==> config.mk <==
export PLATFORM = sky130hd
export DESIGN_NAME = uart_tx_queue
export DESIGN_NICKNAME = d
export VERILOG_FILES = /design/src/rtl/uart_tx_queue.sv
export SDC_FILE = /design/constraint.sdc
export NUM_CORES = 1
export LEC_CHECK = 0
export CAP_MARGIN = 20
export CORE_MARGIN = 1
export CORE_UTILIZATION = 60
export DETAILED_ROUTE_END_ITERATION = 6
export GPL_ROUTABILITY_DRIVEN = 0
export PLACE_DENSITY = 0.87
export RECOVER_POWER = 100
export SLEW_MARGIN = 20
export SYNTH_ARGS = -nofsm -noshare
export SYNTH_HDL_FRONTEND = slang
export SYNTH_SLANG_ARGS = --single-unit
export TNS_END_PERCENT = 1
==> constraint.sdc <==
create_clock -name fclk -period 2.7 [get_ports fclk]
set_input_delay 0.675 -clock fclk [delete_from_list [all_inputs] [get_ports fclk]]
set_output_delay 0.675 -clock fclk [all_outputs]
set_load 0.05 [all_outputs]
==> src/rtl/uart_tx_queue.sv <==
// Byte FIFO feeding a UART transmitter: one frame per byte, pop-to-send latency 1 cycle, sticky overflow.
// Pushes are never back-pressured; a full FIFO drops the byte unless a pop frees a slot in the same cycle.
module uart_tx_queue #(
  parameter int DEPTH_LOG2 = 4,
  parameter int TIMEOUT    = 262143
) (
  input  logic                  fclk,
  input  logic                  rst,
  input  logic                  wr_en,
  input  logic [7:0]            wr_data,
  output logic                  full,
  output logic                  empty,
  output logic [DEPTH_LOG2:0]   level,
  output logic                  overflow,
  input  logic                  clr_ovf,
  output logic                  busy,
  output logic                  tx_err,
  output logic                  uart_send,
  output logic [7:0]            uart_data,
  input  logic [3:0]            uart_sta,
  input  logic                  uart_done
);

  localparam int DEPTH = 1 << DEPTH_LOG2;
  localparam int PTR_W = DEPTH_LOG2;
  localparam int LVL_W = DEPTH_LOG2 + 1;
  localparam logic [PTR_W-1:0] PTR_ONE  = PTR_W'(1);
  localparam logic [LVL_W-1:0] LVL_ONE  = LVL_W'(1);
  localparam logic [LVL_W-1:0] LVL_FULL = LVL_W'(DEPTH);
  localparam logic [17:0]      TMR_LAST = 18'(TIMEOUT - 1);

  typedef enum logic [1:0] {
    S_IDLE,
    S_ISSUE,
    S_BUSY
  } state_t;

  logic [7:0]       mem_q [DEPTH];

  logic [PTR_W-1:0] wr_ptr_q, wr_ptr_d;
  logic [PTR_W-1:0] rd_ptr_q, rd_ptr_d;
  logic [LVL_W-1:0] level_q, level_d;
  logic             full_q, full_d;
  logic             empty_q, empty_d;
  logic             overflow_q, overflow_d;
  state_t           state_q, state_d;
  logic             busy_q, busy_d;
  logic             tx_err_q, tx_err_d;
  logic             send_q, send_d;
  logic [7:0]       data_q, data_d;
  logic [17:0]      timer_q, timer_d;
  logic             push;
  logic             pop;

  always_comb begin
    // A pop frees a slot, so a push into a full FIFO still lands in that cycle.
    pop  = (state_q == S_IDLE) && !empty_q;
    push = wr_en && (!full_q || pop);

    wr_ptr_d = push ? wr_ptr_q + PTR_ONE : wr_ptr_q;
    rd_ptr_d = pop  ? rd_ptr_q + PTR_ONE : rd_ptr_q;

    level_d = level_q;
    if (push && !pop) begin
      level_d = level_q + LVL_ONE;
    end else if (pop && !push) begin
      level_d = level_q - LVL_ONE;
    end
    full_d  = (level_d == LVL_FULL);
    empty_d = (level_d == '0);

    overflow_d = overflow_q;
    if (clr_ovf) begin
      overflow_d = 1'b0;
    end else if (wr_en && !push) begin
      overflow_d = 1'b1;
    end
  end

  always_comb begin
    state_d  = state_q;
    send_d   = send_q;
    data_d   = data_q;
    tx_err_d = 1'b0;
    timer_d  = timer_q + 18'd1;

    case (state_q)
      S_IDLE: begin
        timer_d = '0;
        if (pop) begin
          data_d  = mem_q[rd_ptr_q];
          send_d  = 1'b1;
          state_d = S_ISSUE;
        end
      end
      S_ISSUE: begin
        if (timer_q == TMR_LAST) begin
          send_d   = 1'b0;
          tx_err_d = 1'b1;
          timer_d  = '0;
          state_d  = S_IDLE;
        end else if (uart_sta != 4'd0) begin
          send_d  = 1'b0;
          timer_d = '0;
          state_d = S_BUSY;
        end
      end
      S_BUSY: begin
        // Frame must be fully over (sta back to 0) before the next byte is offered.
        if (timer_q == TMR_LAST) begin
          tx_err_d = 1'b1;
          timer_d  = '0;
          state_d  = S_IDLE;
        end else if ((uart_sta == 4'd0) && uart_done) begin
          timer_d = '0;
          state_d = S_IDLE;
        end
      end
      default: begin
        send_d  = 1'b0;
        timer_d = '0;
        state_d = S_IDLE;
      end
    endcase

    busy_d = (state_d != S_IDLE);
  end

  always_ff @(posedge fclk or negedge rst) begin
    if (!rst) begin
      wr_ptr_q   <= '0;
      rd_ptr_q   <= '0;
      level_q    <= '0;
      full_q     <= 1'b0;
      empty_q    <= 1'b1;
      overflow_q <= 1'b0;
      state_q    <= S_IDLE;
      busy_q     <= 1'b0;
      tx_err_q   <= 1'b0;
      send_q     <= 1'b0;
      data_q     <= 8'h00;
      timer_q    <= '0;
    end else begin
      wr_ptr_q   <= wr_ptr_d;
      rd_ptr_q   <= rd_ptr_d;
      level_q    <= level_d;
      full_q     <= full_d;
      empty_q    <= empty_d;
      overflow_q <= overflow_d;
      state_q    <= state_d;
      busy_q     <= busy_d;
      tx_err_q   <= tx_err_d;
      send_q     <= send_d;
      data_q     <= data_d;
      timer_q    <= timer_d;
    end
  end

  // Storage is not reset; level gates every read.
  always_ff @(posedge fclk) begin
    if (push) begin
      mem_q[wr_ptr_q] <= wr_data;
    end
  end

  assign full      = full_q;
  assign empty     = empty_q;
  assign level     = level_q;
  assign overflow  = overflow_q;
  assign busy      = busy_q;
  assign tx_err    = tx_err_q;
  assign uart_send = send_q;
  assign uart_data = data_q;

endmodule

# [After elaboration in Yosys (flattened, before gate mapping)]
# Memory sizes are Yosys's and may differ from the RTL's. A register that Yosys moved wholly into a read port is not among the register bits.
# Cells that the tools add are included.
[op_classes] n_bitwise=1 eq_ne=6 mux=23 addsub=5 reduce_logical=21
[op_table] cell="$mux W18" count=4
[op_table] cell="$pmux W18 S2" count=1
[op_table] cell="$add A18 B1 Y18 const B" count=1
[op_table] cell="$eq A18 B18 Y1 const B" count=1
[op_table] cell="$mux W2" count=5
[op_table] cell="$mux W5" count=2
[op_table] cell="$mux W1" count=9
[op_table] cell="$add A4 B1 Y4 const B" count=2
[op_table] cell="$logic_and A1 B1 Y1" count=6
[op_table] cell="$pmux W2 S3" count=1
[op_table] cell="$add A5 B1 Y5 const B" count=1
[op_table] cell="$eq A5 B5 Y1 const B" count=1
[op_table] cell="$logic_not A1 Y1" count=5
[op_table] cell="$logic_not A5 Y1" count=1
[op_table] cell="$sub A5 B1 Y5 const B" count=1
[op_table] cell="$logic_not A4 Y1" count=1
[op_table] cell="$reduce_bool A2 Y1" count=2
[op_table] cell="$reduce_bool A4 Y1" count=1
[op_table] cell="$ne A3 B3 Y1 const B" count=1
[op_table] cell="$pmux W1 S3" count=1
[op_table] cell="$reduce_and A3 Y1" count=1
[op_table] cell="$eq A2 B1 Y1 const B" count=1
[op_table] cell="$eq A2 B2 Y1 const B" count=1
[op_table] cell="$logic_not A2 Y1" count=1
[op_table] cell="5 further kinds" count=5
[totals] mem_count=1 ramBits=128 output_inout_bits=19 regBits=39 word_cells=68
[memory_table] memory="mem_q" words=16 word_bits=8 rd=1 rd_ports_with_merged_regs=1 write_ports=1 line_no="38" rtl="logic [7:0] mem_q [DEPTH];"

# [Logic depth before layout (Yosys ltp)]
# Gate-level depths: netlist of run 1.
[depth] ltp_word=9 depth_mapped=8

# [Worst setup path before layout of run 1]
# OpenSTA, ideal clock, no wires.
[synth_timing] kind="register -> register" startpoint="reg state_q[1]" endpoint="mem mem_q[3][0] (enable)" path_stages_with_launch=8 setup_slack_ps=285 t_arrival_ps=2032 path_cell_list="dfrtp_1 inv_1 ha_1 nand2b_1 buf_6 a21boi_2 nand2_1 nor3_1"
[synth_via] elab_chain_len=6
[synth_rtl] element="start, declared" line_no="46" rtl="state_t state_q, state_d;"
[synth_rtl] element="start signal, assigned" line_no="150" rtl="state_q <= state_d;"
[synth_rtl] element="$logic_not A2 Y1" line_no="57" rtl="pop = (state_q == S_IDLE) && !empty_q;"
[synth_rtl] element="$logic_and A1 B1 Y1" line_no="57"
[synth_rtl] element="$logic_or A1 B1 Y1" line_no="58" rtl="push = wr_en && (!full_q || pop);"
[synth_rtl] element="$logic_and A1 B1 Y1" line_no="58"
[synth_rtl] element="$mux W1" line_no="161" rtl="if (push) begin"
[synth_rtl] element="$mux W1 (not written as such)" line_no="162" rtl="mem_q[wr_ptr_q] <= wr_data;"
[synth_rtl] element="end, declared" line_no="38"
# Every way passes these cells.

# [Worst setup path after layout of run 1]
[layout_timing] startpoint="reg empty_q (netlist: empty)" endpoint="out empty"
[layout_rtl] element="start, declared" line_no="44" rtl="logic empty_q, empty_d;"
[layout_rtl] element="start signal, assigned" line_no="148" rtl="empty_q <= empty_d;"
[layout_rtl] element="end, declared" line_no="12" rtl="output logic empty,"
# No word-level cell between the ends.

==> flow_summary.yaml, run 1 <==
die:
  die_w_um: 112.1
  io_pins: 36
  design.die.area_um2: 12560
  die_h_um: 112.1
  coreArea_um2: 11610
  placementRows: 39
  start_util: 0.6258
setup_path:
  critical_path.endpoint_type: "output pin"
  path_max_fanout: 8
  start_kind: "flip-flop"
  slowest_delay_ns: 0.83
  path_cells: "clkdlybuf4s50_1"
  required_ns: 2.03
  critical_path_arrival_ns: 1.87
  cpMaxStageDelayCell: "clkdlybuf4s50_1"
  crit_family: "buffers and inverters"
  path_buf_inv: 1
  rrSetupSlack_ns: 0.21
  worstSetupPathType: "flip-flop to output pin"
logic_synthesis:
  avgSynthCellArea_um2: 15.63
  synth_flop_cell: "edfxtp_1"
  seq_area_frac_synth: 0.6908
  syn-num-nets: 495
  ys_top_cells_by_area: "edfxtp_1 (53%), dfrtp_1 (16%), mux4_2 (6.2%)"
  yosysTopAreaCell: "edfxtp_1"
  synth_cells: 465
  yosys_warnings: 0
  yosys.area.top_type_share: 0.5288
  synth-edff-count: 128
  ys_async_sr_fraction: 0.2686
  synth_common_cells: "edfxtp_1 (128), dfrtp_1 (46), nor2_1 (41)"
  ys_seq_elements: 175
  synth.most_common_cell: "edfxtp_1"
  ys_types: 50
  netlist_area_um2: 7268
sta:
  slew_violations: 0
  rsz0062_at_grt: "false"
  fin_crit_ns: 2.542
  worst_slack_ns: 0.1581
  finClkSkew_ns: 0.009060
  holdWs_ns: 0.4799
  max_freq_ghz: 0.3934
  tightest_slew_ns: 1.206
  finalHoldViolCount: 0
  fin_crit_sh: 0.9414
  setup_tns_ns: 0
  setup_viol: 0
  max_slew_margin: 0.1960
job:
  cap_violations: 0
route:
  antenna_left: 0
  routed_wl_um: 15010
  wl_met2_um: 7471
  viasPerCell: 6.245
  drt-initial-drc-count: 327
  highest_layer: "met4"
  drc: 6
  wl_met3_um: 1164
  post_drt_wl_per_cell_um: 21.88
  vias: 4284
  met1Wirelength_um: 5860
  drtPass1Iterations: 7
clocking:
  cts-buffers-inserted: 17
  clock-sinks: 175
  ctsHtreeMaxLevel: 4
  clock_latency_ns: 0.43
  ctsHoldBuffers: 0
  clock_path_buffers: 2
  cts_resized: 0
  cts_post_setup_buffers_inserted: 0
  tritoncts: "yes"
  cts_root_buffer: "clkbuf_16"
  clkSlewWorstSetupHoldPaths_ns: 0.06
layout:
  antenna_cells: 0
  synthToLayoutAreaGrowth_pct: 16.04
  n_fill_cell: 688
  multiInputGateArea_um2: 2101
  drive_above_1_share: 0.1713
  regArea_um2: 5022
  fin_nets: 560
place:
  post-place-ws_ns: 0.1189
  port-buffer-count: 35
  dpl.hpwl_um: 9950
run_status:
  status: "finished, violations left"
  failed_checks: "DRC"
global_routing:
  grt.overflow.total: 0
  grt_pass1_vias: 4446
  grt_start_max_net_pins: 24
  grt_use_total: 0.2633
  grt_pass1_wl_um: 24140
  antenna_found_initial: 0
power_and_ir_drop:
  p_leak_nw: 2.990
  power_mw: 9.048
  powerDensity_nw_per_um2: 1073
  peakVddDrop_mv: 0.4645
hold_path:
  hold_class: "input port to asynchronous set/reset pin"
cell families (layout without fill, tap and decap cells):
kind of cell             count (synthesis)  in the layout  synth area share
AO/OA/AOI/OAI                           56             56           0.05526
XOR/XNOR                                26             26           0.03133
adder cells (fa/ha/maj)                 13             13           0.02238
buffers and inverters                   30            108           0.01945
flip-flops                             175            175            0.6908
multiplexers                            44             44           0.09778
AND/OR/NAND/NOR                        121            121           0.08298
final timing paths:
kind	start	cells past startpoint	to
max	empty	1	empty
min	rst	1	level[0]
max reg2reg	state_q[1]	7	mem_q[12][7]
min reg2reg	uart_send	1	uart_send
max in group asynchronous	rst	2	timer_q[11]
min in group fclk	uart_send	1	uart_send
area by class of cell:
class,count,area share
repair buffers,67,0.06171
flip-flops and latches,175,0.5955
well taps,143,0.02121
inverters,9,0.004005
clock buffers,18,0.05088
multi-input cells,260,0.2491
clock inverters,14,0.01765
metal layers:
| layer | GRT usage | vias up |
|---|---|---|
| met5 | 0 | - |
| met4 | 0.1324 | 0 |
| met3 | 0.06641 | 37 |
| met2 | 0.4282 | 194 |
| met1 | 0.3333 | 2146 |
| li1 | - | 1907 |
cell usage in the layout (no fill, tap or decap), types with 8 or more instances in the layout:
cell / instances
edfxtp_1: 128
dfrtp_1: 45
nor2_1: 41
dlygate4sd3_1: 27
nand2_1: 24
mux4_2: 20
xnor2_1: 17
clkbuf_16: 17
clkbuf_2: 15
mux2_2: 14
ha_1: 13
nand3_1: 11
nor3_1: 11
o21ai_0: 10
buf_4: 10
inv_1: 9
xor2_1: 9
clkbuf_1: 9
a21oi_1: 8
mux2i_1: 8
nor2b_1: 8
a2111oi_0: 8
sequential cells by signal, summed over array words and instances, names as in the netlist:
| register | flops |
|---|---|
| timer_q | 18 |
| mem_q | 128 |
| level | 5 |
| empty | 1 |
| full | 1 |
| wr_ptr_q | 4 |
| uart_send | 1 |
| overflow | 1 |
| busy | 1 |
| rd_ptr_q | 4 |
| uart_data | 8 |
| tx_err | 1 |
| state_q | 2 |
per-stage QoR:
stage / instances / util / area (µm²)
after floorplan: 465 / - / 7268
after global placement: 654 / 0.6825 / 7926
after detailed placement: 654 / 0.6825 / 7926
after CTS: 686 / 0.7323 / 8504
after global routing: 686 / 0.7262 / 8434
final: 686 / 0.7262 / 8434
where the power goes:
part	internal, mW	switching (mW)	leakage (nW)
Clock	1.43	0.958	0.276
Sequential	3.32	0.447	1.76
Combinational	1.17	1.72	0.958
Total	5.92	3.12	2.99
Power figures use the tool's default switching activity.
==> inputs of run 2 (changes only) <==
--- a/config.mk
+++ b/config.mk
@@ -12,6 +12,7 @@
 export GPL_ROUTABILITY_DRIVEN = 0
 export PLACE_DENSITY = 0.87
 export RECOVER_POWER = 100
+export SETUP_SLACK_MARGIN = 0.5
 export SLEW_MARGIN = 20
 export SYNTH_ARGS = -nofsm -noshare
 export SYNTH_HDL_FRONTEND = slang
==> run 2 against run 1 <==
Against the previous run: the run still ends with DRC left; utilization rose by 0.18 points; non-clock buffer count fell by 6; first-iteration DRC count rose by 33%; sequential power barely moved; setup slack improved by 0.099 ns; largest power group unchanged.
==> flow_summary.yaml, run 2 (synthesis results as in run 1) <==
setup_path:
  critical_path.endpoint_type: "output pin"
  slowest_delay_ns: 0.90
  path_buf_inv: 1
  rr_startpoint: "state_q[1]"
  crit_family: "buffers and inverters"
  path_cells: "dlygate4sd3_1"
  start_kind: "flip-flop"
  cpMaxStageDelayCell: "dlygate4sd3_1"
  r2r_cells: 7
  required_ns: 2.03
  worstSetupPathType: "flip-flop to output pin"
  r2r-end: "mem_q[2][5]"
  path_max_fanout: 6
  critical_path_arrival_ns: 1.77
  rrSetupSlack_ns: 0.29
global_routing:
  grt_pass1_vias: 4384
  grt.overflow.total: 0
  grt_pass1_wl_um: 24520
  grt_start_max_net_pins: 34
  grt_use_total: 0.2723
  antenna_found_initial: 0
sta:
  setup_viol: 0
  max_freq_ghz: 0.4093
  fin_crit_ns: 2.443
  tightest_slew_ns: 1.442
  rsz0062_at_grt: "true"
  setup_tns_ns: 0
  finClkSkew_ns: 0.009934
  finalHoldViolCount: 0
  fin_crit_sh: 0.9048
  slew_violations: 0
  max_slew_margin: 0.03865
  worst_slack_ns: 0.2570
job:
  cap_violations: 0
die:
  coreArea_um2: 11610
  placementRows: 39
  die_w_um: 112.1
  start_util: 0.6258
  die_h_um: 112.1
  io_pins: 36
  design.die.area_um2: 12560
power_and_ir_drop:
  power_mw: 9.074
  peakVddDrop_mv: 0.5181
  p_int_mw: 5.862
  powerDensity_nw_per_um2: 1073
  p_leak_nw: 3.027
  power_frac_seq: 0.412
  power.switching_mw: 3.213
  p_comb_frac: 0.326
  p_sw_frac: 0.3540
  clock_power_share: 0.262
clocking:
  cts_root_buffer: "clkbuf_16"
  cts_post_setup_buffers_inserted: 0
  clock_path_buffers: 2
  ctsHtreeMaxLevel: 4
  clock_latency_ns: 0.43
  clock-sinks: 175
  ctsHoldBuffers: 0
  cts-buffers-inserted: 17
  tritoncts: "yes"
  cts_resized: 2
  clkSlewWorstSetupHoldPaths_ns: 0.06
hold_path:
  hold_class: "flip-flop to flip-flop"
  min_to: "overflow"
  hold_depth: 2
  min_from: "overflow"
layout:
  final_common_cell: "edfxtp_1"
  regMostFlops: "mem_q"
  n_fill_cell: 696
  multiInputGateArea_um2: 2118
  antenna_cells: 0
  layout_common_cells: "edfxtp_1 (128), dfrtp_1 (45), nor2_1 (41)"
  final_cell_count_no_fill: 680
  drive_above_1_share: 0.1844
  synthToLayoutAreaGrowth_pct: 16.34
  regArea_um2: 5022
  largest_reg_flops: 128
  fin_nets: 554
run_status:
  failed_checks: "DRC"
  status: "finished, violations left"
route:
  post_drt_wl_per_cell_um: 22.77
  antenna_left: 0
  drtPass1Iterations: 7
  drc: 7
  drt-initial-drc-count: 434
  viasPerCell: 6.266
  vias: 4261
  routed_wl_um: 15480
place:
  post-place-ws_ns: 0.08740
  placed_cells: 648
  port-buffer-count: 35
  dpl.hpwl_um: 9799
## run 2: area by class of cell
type / instances / share of cell area
Timing Repair Buffer: 61 / 0.06170
Tap cell: 143 / 0.02116
Clock buffer: 20 / 0.05653
Clock inverter: 12 / 0.01213
Multi-Input combinational cell: 260 / 0.2505
Inverter: 9 / 0.003995
Sequential cell: 175 / 0.5940
## run 2: how the worst max path moves through the flow
stage / startpoint / end / slack (ns) / depth (start not counted)
6_report: level[0] / level[0] / 0.26 / 1
2_1_floorplan: state_q[1] / mem_q[0][0] / 0.32 / 7
5_1_grt: state_q[1] / mem_q[0][2] / 0.15 / 7
3_3_place_gp: wr_en / full / 0.19 / 6
3_5_place_dp: wr_en / mem_q[2][5] / 0.09 / 6
4_1_cts: level[0] / level[0] / 0.29 / 1
## run 2: stage by stage
step	hold slack (ns)	area, µm²	util
6_report	0.4921	8456	0.7281
5_1_grt	0.5255	8456	0.7281
2_1_floorplan	0.3794	7273	-
3_5_place_dp	0.4864	7911	0.6812
4_1_cts	0.2532	8489	0.7310
3_3_place_gp	0.4738	7911	0.6812
## run 2: power groups by stage
| stage | registers (mW) | logic [mW] | clock network [mW] |
|---|---|---|---|
| 5_1_grt | 3.78 | 3.15 | 2.52 |
| 3_3_place_gp | 3.74 | 2.86 | 0 |
| 6_report | 3.74 | 2.96 | 2.37 |
| 4_1_cts | 3.74 | 3.04 | 2.41 |
| 3_5_place_dp | 3.78 | 2.97 | 0 |
| 2_1_floorplan | 3.97 | 1.83 | 0 |
## run 2: metal layers
layer	track usage	routed length, µm
met1	0.3430	6049
met5	0	0
met2	0.4638	7957
met3	0.05616	1110
met4	0.1164	366
## run 2: tightest hold or removal path, cell delays in order (launching register included)
cell and delay [ns]:
dfrtp_1 0.34, a31oi_1 0.04, nor2_1 0.07
==> inputs of run 3 (changes only) <==
--- a/config.mk
+++ b/config.mk
@@ -6,8 +6,8 @@
 export NUM_CORES = 1
 export LEC_CHECK = 0
 export CAP_MARGIN = 20
-export CORE_MARGIN = 1
 export CORE_UTILIZATION = 60
+export CTS_CLUSTER_SIZE = 40
 export DETAILED_ROUTE_END_ITERATION = 6
 export GPL_ROUTABILITY_DRIVEN = 0
 export PLACE_DENSITY = 0.87
==> results of run 3 <==
Same layout as run 2: the final DEF is identical, and so are final timing and power.
